[src/rtl/pipeline_hazard_ctrl.sv]
// ---------------------------------------------------------------------------
// pipeline_hazard_ctrl
//
// Hazard/stall sequencer for the 5-stage IF/ID/EX/MEM/WB datapath. It detects
// load-use hazards, sequences the IF/ID flush after a taken branch, and freezes
// the whole pipe while data memory is busy. It also produces the EX-stage
// forwarding selects.
//
// Configuration macro:
//   HAZARD_PERF_CNT_EN  when defined, stall_cnt/flush_cnt/wait_cnt count cycles
//                       of load-use stall, IFID_flush and memory freeze, and
//                       saturate at all-ones. When undefined, the counters are
//                       not built and the outputs are tied to zero.
//
// Ports:
//   clk, reset                       rising-edge clock, async active-high reset
//   IFID_rs1/IFID_rs2                sources of the instruction in ID
//   IDEX_rs1/IDEX_rs2/IDEX_rd        sources/destination of the instruction in EX
//   IDEX_MemRead                     EX instruction is a load
//   EXMEM_rd/EXMEM_RegWrite          destination and write flag in MEM
//   MEMWB_rd/MEMWB_RegWrite          destination and write flag in WB
//   branch_taken                     taken branch resolved in EX
//   mem_req/mem_ready                data-memory access and completion
//   PC_write..EXMEM_write            stage-register write enables
//   IFID_flush/IDEX_bubble/MEMWB_bubble  NOP insertion controls
//   ForwardA/ForwardB                00 regfile, 10 EX/MEM, 01 MEM/WB
//   stall_cnt/flush_cnt/wait_cnt     performance counters
//
// state    | meaning
// ---------+-------------------------------------------------------------
// RUN      | normal issue; load-use detection active
// MEM_WAIT | pipe frozen until data memory reports ready
// FLUSH    | post-branch IF/ID flush; flush_ctr cycles remain
// ---------------------------------------------------------------------------
module pipeline_hazard_ctrl #(
    parameter int REG_AW     = 5,
    parameter int BR_PENALTY = 2,
    parameter int CNT_W      = 32
) (
    input  logic              clk,
    input  logic              reset,
    input  logic [REG_AW-1:0] IFID_rs1,
    input  logic [REG_AW-1:0] IFID_rs2,
    input  logic [REG_AW-1:0] IDEX_rs1,
    input  logic [REG_AW-1:0] IDEX_rs2,
    input  logic [REG_AW-1:0] IDEX_rd,
    input  logic              IDEX_MemRead,
    input  logic [REG_AW-1:0] EXMEM_rd,
    input  logic              EXMEM_RegWrite,
    input  logic [REG_AW-1:0] MEMWB_rd,
    input  logic              MEMWB_RegWrite,
    input  logic              branch_taken,
    input  logic              mem_req,
    input  logic              mem_ready,
    output logic              PC_write,
    output logic              IFID_write,
    output logic              IDEX_write,
    output logic              EXMEM_write,
    output logic              IFID_flush,
    output logic              IDEX_bubble,
    output logic              MEMWB_bubble,
    output logic [1:0]        ForwardA,
    output logic [1:0]        ForwardB,
    output logic [CNT_W-1:0]  stall_cnt,
    output logic [CNT_W-1:0]  flush_cnt,
    output logic [CNT_W-1:0]  wait_cnt
);

    typedef enum logic [1:0] {
        S_RUN      = 2'd0,
        S_MEM_WAIT = 2'd1,
        S_FLUSH    = 2'd2
    } state_t;

    // Branch cycle itself flushes once, the rest is counted down in FLUSH.
    localparam logic [1:0] FLUSH_LOAD = 2'(BR_PENALTY - 1);

    state_t     state, state_nxt;
    logic [1:0] flush_ctr, flush_ctr_nxt;

    logic freeze;
    logic flush_mode;
    logic do_branch;
    logic load_use_hit;
    logic do_stall;

    // In MEM_WAIT the access is already outstanding, so only mem_ready matters.
    assign freeze = (state == S_MEM_WAIT) ? !mem_ready : (mem_req && !mem_ready);

    // flush_ctr is non-zero only in FLUSH, or in MEM_WAIT when the freeze
    // interrupted a flush; the release cycle then behaves as FLUSH.
    assign flush_mode = (flush_ctr != 2'd0);

    assign do_branch = branch_taken && !freeze;

    assign load_use_hit = IDEX_MemRead && (IDEX_rd != '0) &&
                          ((IDEX_rd == IFID_rs1) || (IDEX_rd == IFID_rs2));

    assign do_stall = load_use_hit && !freeze && !do_branch && !flush_mode;

    // State register
    always_ff @(posedge clk or posedge reset) begin
        if (reset) begin
            state     <= S_RUN;
            flush_ctr <= 2'd0;
        end else begin
            state     <= state_nxt;
            flush_ctr <= flush_ctr_nxt;
        end
    end

    // Next-state logic
    always_comb begin
        state_nxt     = state;
        flush_ctr_nxt = flush_ctr;
        if (freeze) begin
            state_nxt = S_MEM_WAIT;
        end else if (do_branch) begin
            flush_ctr_nxt = FLUSH_LOAD;
            state_nxt     = (FLUSH_LOAD != 2'd0) ? S_FLUSH : S_RUN;
        end else if (flush_mode) begin
            flush_ctr_nxt = flush_ctr - 2'd1;
            state_nxt     = (flush_ctr == 2'd1) ? S_RUN : S_FLUSH;
        end else begin
            state_nxt = S_RUN;
        end
    end

    // Output logic
    always_comb begin
        PC_write     = 1'b1;
        IFID_write   = 1'b1;
        IDEX_write   = 1'b1;
        EXMEM_write  = 1'b1;
        IFID_flush   = 1'b0;
        IDEX_bubble  = 1'b0;
        MEMWB_bubble = 1'b0;
        if (reset) begin
            PC_write     = 1'b0;
            IFID_write   = 1'b0;
            IDEX_write   = 1'b0;
            EXMEM_write  = 1'b0;
            IFID_flush   = 1'b1;
            IDEX_bubble  = 1'b1;
            MEMWB_bubble = 1'b1;
        end else if (freeze) begin
            // Held registers keep their contents; only WB gets a bubble.
            PC_write     = 1'b0;
            IFID_write   = 1'b0;
            IDEX_write   = 1'b0;
            EXMEM_write  = 1'b0;
            MEMWB_bubble = 1'b1;
        end else if (do_branch) begin
            IFID_flush  = 1'b1;
            IDEX_bubble = 1'b1;
        end else if (flush_mode) begin
            IFID_flush = 1'b1;
        end else if (do_stall) begin
            PC_write    = 1'b0;
            IFID_write  = 1'b0;
            IDEX_bubble = 1'b1;
        end
    end

    // Forwarding: the younger producer (EX/MEM) wins; x0 is never forwarded.
    always_comb begin
        ForwardA = 2'b00;
        ForwardB = 2'b00;
        if (!reset) begin
            if (EXMEM_RegWrite && (EXMEM_rd != '0) && (EXMEM_rd == IDEX_rs1))
                ForwardA = 2'b10;
            else if (MEMWB_RegWrite && (MEMWB_rd != '0) && (MEMWB_rd == IDEX_rs1))
                ForwardA = 2'b01;

            if (EXMEM_RegWrite && (EXMEM_rd != '0) && (EXMEM_rd == IDEX_rs2))
                ForwardB = 2'b10;
            else if (MEMWB_RegWrite && (MEMWB_rd != '0) && (MEMWB_rd == IDEX_rs2))
                ForwardB = 2'b01;
        end
    end

`ifdef HAZARD_PERF_CNT_EN
    always_ff @(posedge clk or posedge reset) begin
        if (reset) begin
            stall_cnt <= '0;
            flush_cnt <= '0;
            wait_cnt  <= '0;
        end else begin
            if (do_stall && (stall_cnt != '1))
                stall_cnt <= stall_cnt + CNT_W'(1);
            if (IFID_flush && (flush_cnt != '1))
                flush_cnt <= flush_cnt + CNT_W'(1);
            if (freeze && (wait_cnt != '1))
                wait_cnt <= wait_cnt + CNT_W'(1);
        end
    end
`else
    assign stall_cnt = '0;
    assign flush_cnt = '0;
    assign wait_cnt  = '0;
`endif

endmodule

[config.mk]
export PLATFORM = sky130hd
export DESIGN_NAME = pipeline_hazard_ctrl
export DESIGN_NICKNAME = d
export VERILOG_FILES = /design/src/rtl/pipeline_hazard_ctrl.sv
export SDC_FILE = /design/constraint.sdc
export NUM_CORES = 1
export LEC_CHECK = 0
export BUFFER_PORTS_ARGS = -buffer_cell sky130_fd_sc_hd__buf_4
export CORE_ASPECT_RATIO = 1.4
export CORE_MARGIN = 2
export CORE_UTILIZATION = 38
export CTS_CLUSTER_DIAMETER = 100
export DETAILED_ROUTE_END_ITERATION = 6
export PLACE_DENSITY = 0.89
export SYNTH_ARGS = -nofsm -noshare
export SYNTH_HDL_FRONTEND = slang
export SYNTH_SLANG_ARGS = --single-unit
[constraint.sdc]
create_clock -name clk -period 3.68 [get_ports clk]
set_input_delay 0.552 -clock clk [delete_from_list [all_inputs] [get_ports clk]]
set_output_delay 0.552 -clock clk [all_outputs]
set_load 0.02 [all_outputs]
==> results of run 1 <==
==> critical path, stage by stage <==
cell     delay, ps
buf_4          130
or4_1          540
o21ai_2        190
nor3_1         100
nor4_2         270
buf_4          190
==> sequential cells by signal, summed over array words and instances (netlist names) <==
signal,flops
flush_ctr,2
state,2
==> cells in the final DEF, fill, tap and decap left out <==
cell       n
inv_1      6
a21oi_1    1
o31ai_1    1
conb_1    96
clkbuf_8   3
xnor2_1   14
nand3_1    2
nor4_1     3
o21ai_2    1
nor2b_1    1
buf_4     53
o211ai_1   1
dfrtp_1    4
ha_1       2
xor2_1    16
nor4_2     1
o22ai_1    1
nor3_1     3
nand2_1    3
o21bai_1   1
a22oi_1    2
or4_1      2
or3_1      1
nand4_1    2
o41ai_1    1
nor2_1     6
and2_1     1
o311a_1    2
o21ai_0    2
==> power by group <==
part / internal (mW) / switching (mW) / total [mW]
logic: 0.0923 / 0.180 / 0.273
clock network: 0.0700 / 0.0266 / 0.0966
registers: 0.0603 / 0.00870 / 0.0690
total: 0.223 / 0.216 / 0.438
==> metal layers <==
metal | routed length (um) | track usage | up-vias | part of all wire
met4 | 36 | 0.0569 | 0 | 0.014
met2 | 1510 | 0.239 | 91 | 0.57
met5 | 0 | 0 | - | 0
met1 | 771 | 0.117 | 453 | 0.29
li1 | - | - | 493 | -
met3 | 329 | 0.0118 | 3 | 0.12
==> metrics by stage <==
step / total power, mW / setup slack (ps)
CTS: 0.442 / 1170
floorplan: 0.344 / 1180
global placement: 0.337 / 1190
global route: 0.483 / 1090
detailed placement: 0.343 / 1180
finish: 0.438 / 1170
==> logic make-up (layout without fill, tap and decap cells) <==
kind of cell | count (synthesis) | in the layout
compound gates | 13 | 13
xor+xnor | 30 | 30
fa+ha+maj | 2 | 2
buf+inv | 104 | 62
flops | 4 | 4
other cells | 1 | 96
simple gates | 25 | 25
==> cell type report <==
cell class | count | area share
clock buffers | 3 | 0.0277
inverters | 6 | 0.0151
multi-input cells | 166 | 0.590
flip-flops and latches | 4 | 0.0671
well taps | 40 | 0.0335
repair buffers | 53 | 0.267
==> worst max-delay path by stage <==
stage / from / end / slack, ps / cells past startpoint
floorplan: EXMEM_rd[1] / ForwardB[0] / 1180 / 4
global placement: EXMEM_rd[1] / ForwardA[0] / 1190 / 6
detailed placement: EXMEM_rd[1] / ForwardA[0] / 1180 / 6
CTS: EXMEM_rd[1] / ForwardA[0] / 1170 / 6
global route: EXMEM_rd[1] / ForwardA[0] / 1090 / 6
finish: EXMEM_rd[1] / ForwardA[0] / 1170 / 6
==> flow_metrics.env, run 1 <==
export IMPL_rows=25
export IMPL_p_leak_nw=0.839
export IMPL_syn_avg_cell_area_um2=7.72
export IMPL_yosysSeqAreaShare=0.0724
export IMPL_multi_input_area_um2=881
export IMPL_root_buffer="clkbuf_8"
export IMPL_ir_drop_mv=0.205
export IMPL_numPortBuffers=53
export IMPL_die_h_um=75.4
export IMPL_wl_mm=2.65
export IMPL_synthFlopType="dfrtp_1"
export IMPL_r2r_start="state[0]$_DFF_PP0_"
export IMPL_syn2layout_area_growth_pct=7.96
export IMPL_rsz0062_at_grt="false"
export IMPL_die_area_mm2=0.00414
export IMPL_first_pass_iters=2
export IMPL_start_util=0.402
export IMPL_drtIter0Drc=5
export IMPL_grt_total_usage=0.120
export IMPL_htree_num_levels=1
export IMPL_cp_end_kind="primary output"
export IMPL_grt_overflow=0
export IMPL_r2r_end="flush_ctr[0]$_DFFE_PP0P_"
export IMPL_ys_top_cells_by_count="buf_4 (98), xor2_1 (16), xnor2_1 (14)"
export IMPL_drive_above_1_share=0.250
export IMPL_ff2ff_path_depth=5
export IMPL_gp_congestion=0.845
export IMPL_finalCritPeriodShare=0.682
export IMPL_clkLatencyLatePin_ps=230
export IMPL_yosys_warnings=0
export IMPL_final_nets=279
export IMPL_arrival_ps=1960
export IMPL_grt_max_degree=10
export IMPL_pin_count=150
export IMPL_whs_ps=296
export IMPL_synth_adder_area_share=0.0181
export IMPL_synth_top_family_by_area="buffers and inverters"
export IMPL_finalHoldViolCount=0
export IMPL_finalSetupViolations=0
export IMPL_finClkSkew_ps=4.34
export IMPL_vias=1040
export IMPL_yosys_cell_count_top_type="buf_4"
export IMPL_synth_compound_area_share=0.0697
export IMPL_yosysTopAreaCellShare=0.532
export IMPL_fin_util=0.434
export IMPL_synth_cells=179
export IMPL_die_width_um=55.0
export IMPL_cp_max_fo=3
export IMPL_yosysUniqueCellTypes=28
export IMPL_hp_class="in -> async"
export IMPL_yosys_area_share_simple=0.0986
export IMPL_cts_resized=0
export IMPL_syn_area_mm2=0.00138
export IMPL_synth_edf_count=0
export IMPL_worst_setup_path_start_kind="input pin"
export IMPL_core_area_mm2=0.00344
export IMPL_fin_cells=272
export IMPL_synth_top_area_cell="buf_4"
export IMPL_fillers=349
export IMPL_required_ps=3130
export IMPL_first_global_vias=831
export IMPL_viasPerCell=3.82
export IMPL_place_inst=269
export IMPL_ys_ff_latch=4
export IMPL_grt_first_pass_wirelength_mm=3.58
export IMPL_slew_violations=0
export IMPL_post_cts_buffers=0
export IMPL_maxCapViolCount=0
export IMPL_drc=0
export IMPL_postCtsHoldBufs=0
export IMPL_r2r_slack_ps=2200
export IMPL_fin_setup_tns_ps=0
export IMPL_crit_type="in -> out"
export IMPL_numClockSinks=4
export IMPL_outcome="finished clean"
export IMPL_antenna_found_initial=0
export IMPL_fin_area_mm2=0.00149
export IMPL_clk_pin_slew_worst_paths_ps=30
export IMPL_dp_hpwl_mm=2.45
export IMPL_antennaDiodeCount=0
export IMPL_finalCriticalPeriod_ps=2510
export IMPL_synth_xor_area_frac=0.190
export IMPL_ys_top_cells_by_area="buf_4 (53%), xor2_1 (10%), xnor2_1 (8.9%)"
export IMPL_ant_nets=0
export IMPL_fmax_ghz=0.398
export IMPL_ctsLongestPathBuffers=2
export IMPL_place_area_mm2=0.00145
export IMPL_synth_area_mux_share=0
export IMPL_wl_per_cell_um=9.72
export IMPL_cellPowerDensity_mw_per_mm2=294
export IMPL_cts_tree="built"
export IMPL_cts_inserted_buffers=3
export IMPL_ff_latch_area_um2=100
export IMPL_synthArstFlopShare=1.00
(Power assumes the default switching activity.)
==> run 2: changes to the inputs <==
- ABC_AREA: not set -> 1
- CORE_UTILIZATION: 38 -> 34
- PLACE_DENSITY: 0.89 -> 0.81
- clock period: 3.68 -> 2.18 ns (I/O delays scaled with it)
==> run 2 against run 1 <==
Net effect: first-iteration DRC count increased to 8.6 times the previous value; design area increased by 13%; global-route usage decreased by 0.81 points; sequential share of layout area decreased by 0.75 points; count of clock-buffer cells in the layout unchanged; final cell count increased by 35%; worst setup slack got worse by 700 ps; synthesized area increased by 12%; sequential cell count unchanged; worst hold slack got worse by 260 ps; die area increased by 23%; clock skew decreased by 3.8 ps; largest cell class unchanged; largest power group unchanged.
==> flow_metrics.env, run 2 <==
export IMPL_synthFlopType="dfrtp_1"
export IMPL_cts_resized=0
export IMPL_synth_edf_count=0
export IMPL_cp_max_fo=3
export IMPL_post_cts_buffers=0
export IMPL_pin_count=150
export IMPL_finalSetupViolations=0
export IMPL_critical_path_top_delay_family="flip-flops"
export IMPL_gp_congestion=0.824
export IMPL_finalPower_uw=751
export IMPL_start_util=0.346
export IMPL_path_buf_inv=2
export IMPL_finalCriticalPeriod_ps=1710
export IMPL_ir_drop_mv=0.137
export IMPL_setup_slack_ps=470
export IMPL_final_cell_mix="conb_1 (96), buf_4 (53), nand2_1 (46)"
export IMPL_crit_type="reg -> out"
export IMPL_yosysUniqueCellTypes=19
export IMPL_finClkSkew_ps=0.572
export IMPL_ff2ff_path_depth=5
export IMPL_arrival_ps=1380
export IMPL_ff_latch_area_um2=100
export IMPL_yosysTopAreaCellShare=0.476
export IMPL_whs_ps=38.8
export IMPL_first_global_vias=1107
export IMPL_grt_total_usage=0.112
export IMPL_grt_first_pass_wirelength_mm=4.28
export IMPL_cp_common_cell="nand2_1"
export IMPL_synth_top_area_cell="buf_4"
export IMPL_vias=1341
export IMPL_ys_top_cells_by_area="buf_4 (48%), nand2_1 (11%), inv_1 (7.3%)"
export IMPL_synthArstFlopShare=1.00
export IMPL_numPortBuffers=53
export IMPL_finalCritPeriodShare=0.784
export IMPL_fmax_ghz=0.585
export IMPL_yosysSeqAreaShare=0.0648
export IMPL_p_leak_nw=1.09
export IMPL_postCtsHoldBufs=0
export IMPL_yosys_cell_count_top_type="buf_4"
export IMPL_final_nets=351
export IMPL_dp_hpwl_mm=2.78
export IMPL_ys_top_cells_by_count="buf_4 (98), nand2_1 (46), inv_1 (30)"
export IMPL_fin_area_mm2=0.00168
export IMPL_finalHoldViolCount=0
export IMPL_drc=0
export IMPL_place_ws_ps=596
export IMPL_drtIter0Drc=43
export IMPL_cp_end_kind="primary output"
export IMPL_synth_cells=251
export IMPL_first_pass_iters=4
export IMPL_fin_cells=366
export IMPL_final_common_cell="conb_1"
export IMPL_antenna_found_initial=0
export IMPL_syn_area_mm2=0.00154
export IMPL_clkLatencyLatePin_ps=210
export IMPL_required_ps=1850
export IMPL_htree_num_levels=1
export IMPL_cp_depth=7
export IMPL_cellPowerDensity_mw_per_mm2=447
export IMPL_drive_above_1_share=0.214
export IMPL_syn_avg_cell_area_um2=6.15
export IMPL_ant_nets=0
export IMPL_worst_setup_path_start_kind="flip-flop"
export IMPL_rsz0062_at_grt="false"
export IMPL_cts_inserted_buffers=3
export IMPL_cts_tree="built"
export IMPL_fin_setup_tns_ps=0
export IMPL_clk_pin_slew_worst_paths_ps=30
export IMPL_cp_slowest_cell="dfrtp_1"
export IMPL_rows=29
export IMPL_place_inst=363
export IMPL_wl_per_cell_um=8.35
export IMPL_core_area_mm2=0.00446
export IMPL_worstPathCellList="inv_1 > ha_1 > nand2_1 > nor2_1 > nand2_1 > nand2_1 > buf_4"
export IMPL_grt_overflow=0
export IMPL_outcome="finished clean"
export IMPL_root_buffer="clkbuf_8"
export IMPL_fin_util=0.377
export IMPL_reg_top3="flush_ctr: 2 flops, state: 2 flops"
export IMPL_max_stage_delay_ps=360
export IMPL_wl_mm=3.06
export IMPL_viasPerCell=3.66
export IMPL_die_area_mm2=0.00510
export IMPL_multi_input_area_um2=941
export IMPL_syn2layout_area_growth_pct=8.91
export IMPL_antennaDiodeCount=0
export IMPL_die_h_um=83.7
export IMPL_fillers=485
export IMPL_die_width_um=61.0
export IMPL_numClockSinks=4
export IMPL_hp_class="in -> async"
export IMPL_place_area_mm2=0.00164
export IMPL_ctsLongestPathBuffers=2
export IMPL_slew_violations=0
export IMPL_maxCapViolCount=0
export IMPL_yosys_warnings=0
export IMPL_ys_ff_latch=4
export IMPL_grt_max_degree=9
==> run 2: per-layer routing <==
layer | vias to the layer above | GRT usage | share of wire
li1 | 657 | - | -
met1 | 567 | 0.0827 | 0.28
met2 | 111 | 0.235 | 0.56
met3 | 6 | 0.0233 | 0.14
met4 | 0 | 0.0593 | 0.024
met5 | - | 0 | 0
==> run 2: kinds of logic after synthesis <==
logic type               synth area share
AO/OA/AOI/OAI                      0.0454
XOR/XNOR                           0.0794
adder cells (fa/ha/maj)            0.0162
buffers and inverters               0.557
flip-flops                         0.0648
other                             0.00243
AND/OR/NAND/NOR                     0.235
==> run 2: final timing paths <==
path / startpoint / to / slack [ps]
worst max-delay path: flush_ctr[0]$_DFFE_PP0P_ / IDEX_bubble / 470
worst min-delay path: reset / state[0]$_DFF_PP0_ / 40
worst max register to register: flush_ctr[0]$_DFFE_PP0P_ / flush_ctr[0]$_DFFE_PP0P_ / 1050
worst min register to register: flush_ctr[1]$_DFFE_PP0P_ / flush_ctr[1]$_DFFE_PP0P_ / 580
max in group asynchronous: reset / flush_ctr[1]$_DFFE_PP0P_ / 1990
min in group clk: branch_taken / state[1]$_DFF_PP0_ / 400
==> run 2: worst reg2reg max path, stage by stage (launching register included) <==
cell and delay, ps:
dfrtp_1 330, inv_1 70, ha_1 250, a21oi_4 210
o21ai_1 100, o21ai_1 90
==> run 2: cell type report <==
type                    count  area share
flip-flops and latches      4      0.0595
clock buffers               3      0.0246
multi-input cells         211       0.560
inverters                  33      0.0737
well taps                  62      0.0461
repair buffers             53       0.237
==> run 2: where the power goes <==
group,total (mW),switching (mW),internal [mW],leakage [nW]
registers,0.112,0.00925,0.103,0.0489
clock network,0.151,0.0339,0.117,0.0216
logic,0.488,0.332,0.156,1.02
total,0.751,0.376,0.376,1.09
==> run 3: changes to the inputs <==
- clock period: 2.18 -> 1.45 ns (I/O delays scaled with it)
==> run 3 against run 2 <==
Net effect: the flow now finishes with violations (setup timing); design area rose by 6.4%; die area did not move; global-route usage fell by 0.090 points; clock power rose by 54%; final cell count rose by 1.6%; critical endpoint unchanged; sequential cell count did not move.
==> flow_metrics.env, run 3 (same netlist as run 2, synthesis figures left out) <==
export IMPL_final_common_cell="conb_1"
export IMPL_cts_tree="built"
export IMPL_r2r_slack_ps=190
export IMPL_slew_violations=0
export IMPL_rows=29
export IMPL_dp_hpwl_mm=2.74
export IMPL_outcome="finished, violations left"
export IMPL_ff2ff_path_depth=7
export IMPL_finalSetupViolations=5
export IMPL_clk_pin_slew_worst_paths_ps=30
export IMPL_crit_type="reg -> out"
export IMPL_worst_setup_path_start_kind="flip-flop"
export IMPL_vias=1362
export IMPL_die_width_um=61.0
export IMPL_finClkSkew_ps=0.567
export IMPL_antenna_found_initial=0
export IMPL_place_inst=364
export IMPL_viasPerCell=3.66
export IMPL_final_nets=357
export IMPL_setup_slack_ps=-55.5
export IMPL_ir_drop_mv=0.253
export IMPL_syn2layout_area_growth_pct=15.9
export IMPL_ctsLongestPathBuffers=2
export IMPL_finalPower_mw=1.30
export IMPL_first_global_vias=1058
export IMPL_drc=0
export IMPL_pin_count=150
export IMPL_drtIter0Drc=64
export IMPL_fin_cells=372
export IMPL_r2r_end="flush_ctr[0]$_DFFE_PP0P_"
export IMPL_grt_first_pass_wirelength_mm=4.29
export IMPL_whs_ps=8.91
export IMPL_finalHoldViolCount=0
export IMPL_cp_max_fo=4
export IMPL_finalCritPeriodShare=1.04
export IMPL_numClockSinks=4
export IMPL_die_area_mm2=0.00510
export IMPL_finalCriticalPeriod_ps=1510
export IMPL_place_ws_ps=46.4
export IMPL_required_ps=1230
export IMPL_rsz0062_at_grt="true"
export IMPL_clkLatencyLatePin_ps=210
export IMPL_drive_above_1_share=0.258
export IMPL_maxCapViolCount=0
export IMPL_grt_total_usage=0.111
export IMPL_cellPowerDensity_mw_per_mm2=724
export IMPL_root_buffer="clkbuf_8"
export IMPL_violations="setup timing"
export IMPL_fin_util=0.401
export IMPL_htree_num_levels=1
export IMPL_arrival_ps=1290
export IMPL_reg_top3="flush_ctr: 2 flops, state: 2 flops"
export IMPL_start_util=0.346
export IMPL_critPathLaunch="state[1]$_DFF_PP0_"
export IMPL_hp_class="in -> async"
export IMPL_grt_overflow=0
export IMPL_ant_nets=0
export IMPL_die_h_um=83.7
export IMPL_p_leak_nw=1.13
export IMPL_first_pass_iters=4
export IMPL_final_cell_mix="conb_1 (96), buf_4 (56), nand2_1 (44)"
export IMPL_wl_mm=3.13
export IMPL_antennaDiodeCount=0
export IMPL_core_area_mm2=0.00446
export IMPL_gp_congestion=0.804
export IMPL_cp_end_kind="primary output"
export IMPL_fmax_ghz=0.664
export IMPL_r2r_start="flush_ctr[0]$_DFFE_PP0P_"
export IMPL_wl_per_cell_um=8.40
export IMPL_cts_inserted_buffers=3
export IMPL_numPortBuffers=53
export IMPL_grt_max_degree=7
## run 3: changes by cell type in the layout (fill, tap and decap cells not counted), sizes merged
cell / change
buf: +6
## run 3: how the worst max path moves through the flow
| stage | end | slack, ps | cells past startpoint |
|---|---|---|---|
| floorplan | PC_write | 30 | 6 |
| global placement | IDEX_bubble | 90 | 7 |
| detailed placement | IDEX_bubble | 50 | 7 |
| CTS | IDEX_bubble | -70 | 10 |
| global route | IDEX_bubble | -120 | 10 |
| finish | IDEX_bubble | -60 | 10 |
## run 3: worst max-delay path, cell delays in order (launching register included)
cell and delay [ps]:
dfrtp_1 360, inv_2 50, nand2_2 40, nand2_2 70
nand2_4 70, nand2_4 80, nand2_4 50, nor2_4 110
nand2_1 60, nand2_1 70, buf_6 110
## run 3: timing repair
action / CTS / global route
gates resized for setup: 12 / 4
hold buffers: 0 / 0
buffers inserted: 2 / 3
pin swaps: 7 / 4
endpoints found under the setup margin: 4 / 6
## run 3: report_power, final
group,switching [mW],internal (mW)
clock network,0.0554,0.177
logic,0.559,0.327
registers,0.0225,0.155
## run 3: final cells by class
type	count	area (um2)
Clock buffer	3	41.3
Tap cell	62	77.6
Inverter	33	124
Sequential cell	4	100
Multi-Input combinational cell	211	992
Fill cell	479	2670
Timing Repair Buffer	59	454
## run 3: per-stage QoR
stage | cell area (um2) | TNS [ps]
finish | 1790 | -158
global route | 1790 | -542
CTS | 1760 | -208
detailed placement | 1650 | 0
global placement | 1650 | 0
floorplan | 1900 | 0
## run 3: per-layer routing
metal,GRT usage,part of all wire
met2,0.235,0.56
met3,0.0202,0.14
met5,0,0
met1,0.0836,0.28
met4,0.0553,0.029
